File: src/rtl/seq_slt_unit.sv
// Multi-cycle set-less-than / equality unit: A - B computed as A + ~B + 1, CHUNK bits per cycle, LSB chunk first.
// Latency: start accepted at edge k -> done_o high after edge k+NCH; one compare every NCH+1 cycles.
// Backpressure: start_i is only accepted while busy_o=0; requests during busy are dropped, not queued.
module seq_slt_unit #(
    parameter int WIDTH = 16,
    parameter int CHUNK = 4
) (
    input  logic             clk,
    input  logic             rst_n,
    input  logic             start_i,
    input  logic             signed_i,
    input  logic [WIDTH-1:0] a_i,
    input  logic [WIDTH-1:0] b_i,
    output logic             busy_o,
    output logic             done_o,
    output logic             lt_o,
    output logic             eq_o
);

    localparam int NCH = WIDTH / CHUNK;
    localparam int CW  = (NCH > 1) ? $clog2(NCH) : 1;

    // Reject geometries the chunk walk cannot cover exactly.
    generate
        if ((WIDTH % CHUNK) != 0 || WIDTH < 2) begin : g_param_err
            $error("seq_slt_unit: WIDTH must be >= 2 and a multiple of CHUNK");
        end
    endgenerate

    typedef enum logic [0:0] {
        S_IDLE = 1'b0,
        S_RUN  = 1'b1
    } state_t;

    state_t            state_q, state_d;
    logic [CW-1:0]     cnt_q, cnt_d;
    logic              carry_q, carry_d;
    logic              eq_acc_q, eq_acc_d;
    logic              sgn_q, sgn_d;
    logic [WIDTH-1:0]  a_q, a_d;
    // B is stored already inverted so the adder only ever adds.
    logic [WIDTH-1:0]  nb_q, nb_d;
    logic              done_q, done_d;
    logic              lt_q, lt_d;
    logic              eq_q, eq_d;

    logic [CHUNK-1:0]  a_chunk;
    logic [CHUNK-1:0]  nb_chunk;
    logic [CHUNK:0]    sum_full;
    logic              cout;
    logic              s_msb;
    logic              c_into_msb;
    logic              ov;
    logic              chunk_eq;
    logic              last_chunk;

    // Select the operand chunk addressed by the counter (plain mux, no variable part-select).
    always_comb begin
        a_chunk  = '0;
        nb_chunk = '0;
        for (int i = 0; i < NCH; i++) begin
            if (cnt_q == CW'(i)) begin
                a_chunk  = a_q[i*CHUNK +: CHUNK];
                nb_chunk = nb_q[i*CHUNK +: CHUNK];
            end
        end
    end

    // One chunk of A + ~B + carry, plus the flags needed if this is the top chunk.
    always_comb begin
        sum_full   = {1'b0, a_chunk} + {1'b0, nb_chunk} + {{CHUNK{1'b0}}, carry_q};
        cout       = sum_full[CHUNK];
        s_msb      = sum_full[CHUNK-1];
        // Carry into the MSB recovered from the MSB sum bit and its two addends.
        c_into_msb = s_msb ^ a_chunk[CHUNK-1] ^ nb_chunk[CHUNK-1];
        ov         = c_into_msb ^ cout;
        chunk_eq   = (a_chunk == ~nb_chunk);
        last_chunk = (cnt_q == CW'(NCH - 1));
    end

    // Next-state and datapath update: accept in IDLE, walk chunks in RUN, publish result on the last one.
    always_comb begin
        state_d  = state_q;
        cnt_d    = cnt_q;
        carry_d  = carry_q;
        eq_acc_d = eq_acc_q;
        sgn_d    = sgn_q;
        a_d      = a_q;
        nb_d     = nb_q;
        done_d   = 1'b0;
        lt_d     = lt_q;
        eq_d     = eq_q;

        case (state_q)
            S_IDLE: begin
                if (start_i) begin
                    state_d  = S_RUN;
                    a_d      = a_i;
                    nb_d     = ~b_i;
                    sgn_d    = signed_i;
                    carry_d  = 1'b1;
                    cnt_d    = '0;
                    eq_acc_d = 1'b1;
                end
            end
            S_RUN: begin
                carry_d  = cout;
                eq_acc_d = eq_acc_q & chunk_eq;
                cnt_d    = cnt_q + 1'b1;
                if (last_chunk) begin
                    state_d = S_IDLE;
                    cnt_d   = '0;
                    done_d  = 1'b1;
                    // Signed: sign of the difference corrected for overflow. Unsigned: a borrow out means A < B.
                    lt_d    = sgn_q ? (s_msb ^ ov) : ~cout;
                    eq_d    = eq_acc_q & chunk_eq;
                end
            end
            default: begin
                state_d = S_IDLE;
            end
        endcase
    end

    // State and datapath registers; reset clears everything so no input X can leak into results.
    always_ff @(posedge clk or negedge rst_n) begin
        if (!rst_n) begin
            state_q  <= S_IDLE;
            cnt_q    <= '0;
            carry_q  <= 1'b1;
            eq_acc_q <= 1'b0;
            sgn_q    <= 1'b0;
            a_q      <= '0;
            nb_q     <= '0;
            done_q   <= 1'b0;
            lt_q     <= 1'b0;
            eq_q     <= 1'b0;
        end else begin
            state_q  <= state_d;
            cnt_q    <= cnt_d;
            carry_q  <= carry_d;
            eq_acc_q <= eq_acc_d;
            sgn_q    <= sgn_d;
            a_q      <= a_d;
            nb_q     <= nb_d;
            done_q   <= done_d;
            lt_q     <= lt_d;
            eq_q     <= eq_d;
        end
    end

    // Busy is exactly "a compare is in flight".
    always_comb begin
        busy_o = (state_q == S_RUN);
        done_o = done_q;
        lt_o   = lt_q;
        eq_o   = eq_q;
    end

endmodule

File: config.mk
export PLATFORM = sky130hd
export DESIGN_NAME = seq_slt_unit
export DESIGN_NICKNAME = d
export VERILOG_FILES = /design/src/rtl/seq_slt_unit.sv
export SDC_FILE = /design/constraint.sdc
export NUM_CORES = 1
export LEC_CHECK = 0
export ABC_AREA = 1
export BUFFER_PORTS_ARGS = -buffer_cell sky130_fd_sc_hd__buf_2
export CORE_ASPECT_RATIO = 2
export CORE_MARGIN = 2
export CORE_UTILIZATION = 56
export CTS_BUF_LIST = sky130_fd_sc_hd__clkbuf_8
export CTS_CLUSTER_DIAMETER = 100
export DETAILED_ROUTE_END_ITERATION = 10
export GPL_TIMING_DRIVEN = 0
export HOLD_SLACK_MARGIN = 0.02
export PLACE_DENSITY = 0.9
export SYNTH_ARGS = -nofsm -noshare
export SYNTH_HDL_FRONTEND = slang
export SYNTH_SLANG_ARGS = --single-unit
File: constraint.sdc
create_clock -name clk -period 2.75 [get_ports clk]
set_input_delay 0.55 -clock clk [delete_from_list [all_inputs] [get_ports clk]]
set_output_delay 0.55 -clock clk [all_outputs]
set_load 0.03 [all_outputs]
---- Yosys cells after proc, flatten, opt, wreduce, memory -nomap -nowiden ----
Index checks and enable logic that the tools add are counted.
cells by class
  equality and inequality tests ........... 5
  $add $sub $neg .......................... 3
  muxes and demuxes ....................... 20
  reduce and logical (&&, ||, !) cells .... 3
  bitwise gates (word level) .............. 9
operator list
  kind                                                             count
  4-bit 2-to-1 mux                                                 8
  16-bit inverter                                                  1
  1-bit 2-to-1 mux                                                 6
  1-bit one-hot mux with 2 select lines                            3
  4-bit by 4-bit adder with 5-bit output                           1
  5-bit by 1-bit adder with 5-bit output                           1
  2-bit == test, second input constant                             2
  4-bit == test                                                    1
  2-bit 2-to-1 mux                                                 2
  4-bit inverter                                                   1
  2-bit one-hot mux with 2 select lines                            1
  2-bit AND reduction                                              2
  1-bit bitwise XOR                                                4
  2-bit by 1-bit adder with 2-bit output, second input constant    1
  2-bit by 1-bit == test with 1-bit output, second input constant  1
  2-bit logical NOT                                                1
  2-bit != test, second input constant                             1
  1-bit inverter                                                   2
  1-bit bitwise AND                                                1
word-level totals
  input port bits ......................... 36
  register bits ........................... 41

---- Logic depth before layout (Yosys ltp) ----
  word-level depth ........................ 12
  gate-level depth with buffers ........... 20

---- Worst setup path after synthesis ----
No wires, ideal clock.
  kind .................................... register to register
  start point ............................. reg cnt_q[1]
  end point ............................... reg lt_q (netlist: lt_o)
  cell stages (with the launch flop) ...... 18
  library setup time ...................... 0.117 ns
  clock period less this slack ............ 2.181 ns
  path slack .............................. 0.569 ns
  path buffers ............................ 1
  arrival time ............................ 2.064 ns
  required time ........................... 2.633 ns
  cell sequence ........................... dfrtp_1 > inv_1 > ha_1 > buf_6 > inv_4 > nand2_1 > inv_1 > a221oi_1 > o31ai_1 > ha_1 > nand2_1 > nor2_1 > nand2_1 > nand2_1 > a21oi_1 > nand4_1 > nand3_1 > nand2_1
between the ends
  longest elaborated chain between the ends .. 12
RTL lines
  what                                    line  source
  start, declared                         36    logic [CW-1:0] cnt_q, cnt_d;
  start signal, assigned                  140   cnt_q <= cnt_d;
  2-bit logical NOT                       62    if (cnt_q == CW'(i)) begin
  4-bit 2-to-1 mux (4 in a row)           62
  4-bit by 4-bit adder with 5-bit output  71    sum_full = {1'b0, a_chunk} + {1'b0, nb_chunk} + {{CHUNK{1'b0}}, carry_q};
  5-bit by 1-bit adder with 5-bit output  71
  1-bit bitwise XOR (2 in a row)          75    c_into_msb = s_msb ^ a_chunk[CHUNK-1] ^ nb_chunk[CHUNK-1];
  1-bit bitwise XOR                       76    ov = c_into_msb ^ cout;
  1-bit bitwise XOR                       115   lt_d = sgn_q ? (s_msb ^ ov) : ~cout;
  1-bit 2-to-1 mux                        115
  end signal, assigned                    147   lt_q <= lt_d;
  end, declared                           44    logic lt_q, lt_d;
Several ways; a longest one is shown, not always the timed one.
A chain may end at the register's enable or synchronous reset.

---- Worst setup path after layout ----
Ends and elaborated chain as after synthesis.

==> results.yml <==
global_route:
  use_met2: 0.4078
  grt_start_max_net_pins: 42
  grt_pass1_vias: 1659
  grtUsageTotal: 0.2375
  antenna_found_initial: 0
  top_usage_layer: "met2"
  met1_usage: 0.2567
  met3_usage: 0.03918
  grt_pass1_wl_um: 7003
  grt-ovfl-total: 0
timing:
  setup_viol: 0
  fin_crit_sh: 0.9721
  drv_slew: 0
  post-route-min-period_ps: 2673
  slew_headroom: 0.4102
  max_freq_mhz: 374.1
  tightestPinTransition_ps: 884.7
  fin_skew_ps: 8.471
  fin_ws_ps: 76.68
  finalHoldViolations: 0
route:
  drc: 0
  ant_nets: 0
  first_pass_iters: 4
  via_count: 1574
  vias_per_cell: 5.642
  dr.first_iter.drc_count: 19
  drt-total-wl_um: 4171
  wl_per_cell_um: 14.95
synth:
  seq_area_frac_synth: 0.5196
  synthMuxAreaShare: 0.09114
  yosys.area_share.simple: 0.1437
  synth_cell_types: 30
  synth_flop_cell: "dfrtp_1"
  synth_top_family_by_area: "simple AND/OR/NAND/NOR gates"
  synth.most_common_cell: "nand2_1"
  synthesis.nets: 242
  synth.top_cells.by_area: "dfrtp_1, nand2_1, mux2_2"
  syn_area_per_cell_um2: 9.984
  synth-edff-count: 0
  synth_xor_area_frac: 0
  synth_top_area_share: 0.5063
  synth_fa_ha_area_frac: 0.05063
  ys_async_sr_fraction: 1.000
  syn_inst: 198
  synth_top_cell_by_area: "dfrtp_1"
  ys_warn_count: 0
  syn-cell-area_um2: 1977
  synth-compound-area-share: 0.1304
  synthTopCellsByCount: "nand2_1, dfrtp_1, o21ai_0, inv_1, mux2_2"
  ys_ff_latch: 41
layout:
  antenna_cells: 0
  nets: 290
  final_cell_count_no_fill: 279
  design_area_um2: 2350
  drive_above_1_share: 0.3360
  area_growth_pct: 18.86
die:
  initial_core_util: 0.5852
  dieArea_um2: 4050
  rows: 30
  core_area_um2: 3378
  top_level_ports: 40
  die_w_um: 46.01
  die_h_um: 88.03
power:
  switchingPower_mw: 1.252
  power_mw: 3.065
  p_leak_nw: 1.213
  p_int_mw: 1.813
  swShare: 0.4085
  ir_worst_vdd_mv: 0.7294
  p_comb_frac: 0.489
  power.clock.fraction: 0.160
  pwr-share-seq: 0.351
  power_density_nw_per_um2: 1305
worst_setup_path:
  critPathMaxStageDelay_ps: 420
  crit_chain: "inv_2 > ha_1 > buf_6 > inv_4 > nand2_1 > inv_2 > a221oi_1 > o31ai_1 > ha_1 > nand2_1 > nor2_2 > nand2_1 > nand2_1 > a21oi_2 > nand4_1 > nand3_1 > nand2_1"
  crit_family: "compound AO/OA/AOI/OAI gates"
  critPathMostFrequentCell: "nand2_1"
  worstSetupEndpointType: "register"
  critical_path.max_fanout: 9
  crit_required_ps: 2930
  crit_type: "reg -> reg"
  worst_setup_path_start_kind: "register"
  ff2ff_path_depth: 17
  worstReg2RegEnd: "lt_o"
  reg2reg_from: "cnt_q[1]"
  rrSetupSlack_ps: 80
  worst_ep_arrival_time_ps: 2850
  crit_slowest_cell: "dfrtp_1"
  cp_num_buf_inv: 4
clock_network:
  clock_path_buffers: 2
  insertion_delay_ps: 290
  cts_max_level: 2
  cts_sinks: 41
  clockRootBuffer: "clkbuf_8"
  numCtsBuffers: 5
  tritoncts: "done"
  cts_hold_buf: 0
  path_clk_slew_ps: 80
placement:
  placedCellCount: 269
  hpwl_um: 3008
  placedInstanceArea_um2: 2212
  post-place-ws_ps: 205.8
  place_congestion: 0.8168
  port_buffers: 39
flow_run:
  maxCapViolCount: 0
worst_hold_path:
  hp-class: "in -> async"
outcome:
  status: "complete, no violations"
## state kept, by name, indices dropped and copies added, names as in the netlist
name	count
a_q	16
nb_q	16
cnt_q	2
busy_o	1
carry_q	1
done_o	1
eq_acc_q	1
eq_o	1
lt_o	1
sgn_q	1
## power groups by stage
stage,clock network [mW],logic (mW),registers (mW)
4_1_cts,0.502,1.43,1.07
5_1_grt,0.532,1.69,1.11
6_report,0.491,1.50,1.08
3_5_place_dp,0,1.40,1.08
3_3_place_gp,0,1.32,1.07
2_1_floorplan,0,1.05,1.07
## routing by layer
metal / vias to the layer above / wire, um
met2: 46 / 2290
met5: - / 0
met3: 18 / 143
met4: 0 / 160
met1: 753 / 1576
li1: 757 / -
## worst register-to-register path: stages, from the launching register on
cell and delay [ps]:
dfrtp_1 420, inv_2 80, ha_1 200, buf_6 150, inv_4 70, nand2_1 60
inv_2 110, a221oi_1 90, o31ai_1 370, ha_1 320, nand2_1 100, nor2_2 60
nand2_1 50, nand2_1 70, a21oi_2 160, nand4_1 120, nand3_1 90, nand2_1 50
## per-stage QoR
step | TNS, ps | hold slack [ps] | utilization
6_report | 0 | 376.5 | 0.6956
3_5_place_dp | 0 | 470.2 | 0.6548
2_1_floorplan | 0 | 254.4 | -
5_1_grt | -30.56 | 434.5 | 0.6956
4_1_cts | 0 | 406.1 | 0.6893
3_3_place_gp | 0 | 462.5 | 0.6548
## layout by cell type (no fill, tap or decap), types with 2 or more instances in the layout
cell,Yosys,final
nand2_1,44,44
buf_2,1,40
dfrtp_1,40,40
o21ai_0,23,23
mux2_2,13,13
inv_1,13,12
nor2_1,12,11
ha_1,8,8
a21oi_1,8,7
clkbuf_8,0,6
buf_4,3,5
inv_2,1,3
a22oi_1,3,3
a221oi_1,3,3
o31ai_1,3,3
nand2_2,3,3
mux2_1,3,3
buf_6,2,2
nand3_1,2,2
a21oi_2,1,2
clkbuf_1,2,2
## repair_timing
action,4_1_cts,5_1_grt
endpoints found under the hold margin,0,0
gates resized for setup,0,4
buffers inserted,0,2
endpoints found under the setup margin,0,2
## kinds of logic (layout without fill, tap and decap cells)
| group | after synthesis | count (layout) |
|---|---|---|
| AND/OR/NAND/NOR | 65 | 65 |
| AO/OA/AOI/OAI | 44 | 44 |
| flip-flops | 41 | 41 |
| buffers and inverters | 24 | 73 |
| multiplexers | 16 | 16 |
| adder cells (fa/ha/maj) | 8 | 8 |
## cell type report
type	instances	area [um^2]
repair buffers	41	210.2
fillers	252	1028
plain buffers	8	57.56
clock inverters	2	33.78
inverters	16	70.07
flip-flops and latches	41	1027
clock buffers	6	82.58
multi-input cells	133	828.3
well taps	32	40.04
## worst max path at each step
stage,slack (ps),end,cells past startpoint,start
finish,80,lt_o,17,cnt_q[1]
CTS,90,lt_o,17,cnt_q[1]
floorplan,570,lt_o,17,cnt_q[1]
global route,-30,lt_o,17,cnt_q[1]
detailed placement,210,lt_o,17,cnt_q[1]
global placement,260,lt_o,18,cnt_q[0]
Note: power is estimated with default switching activity, not from simulation.
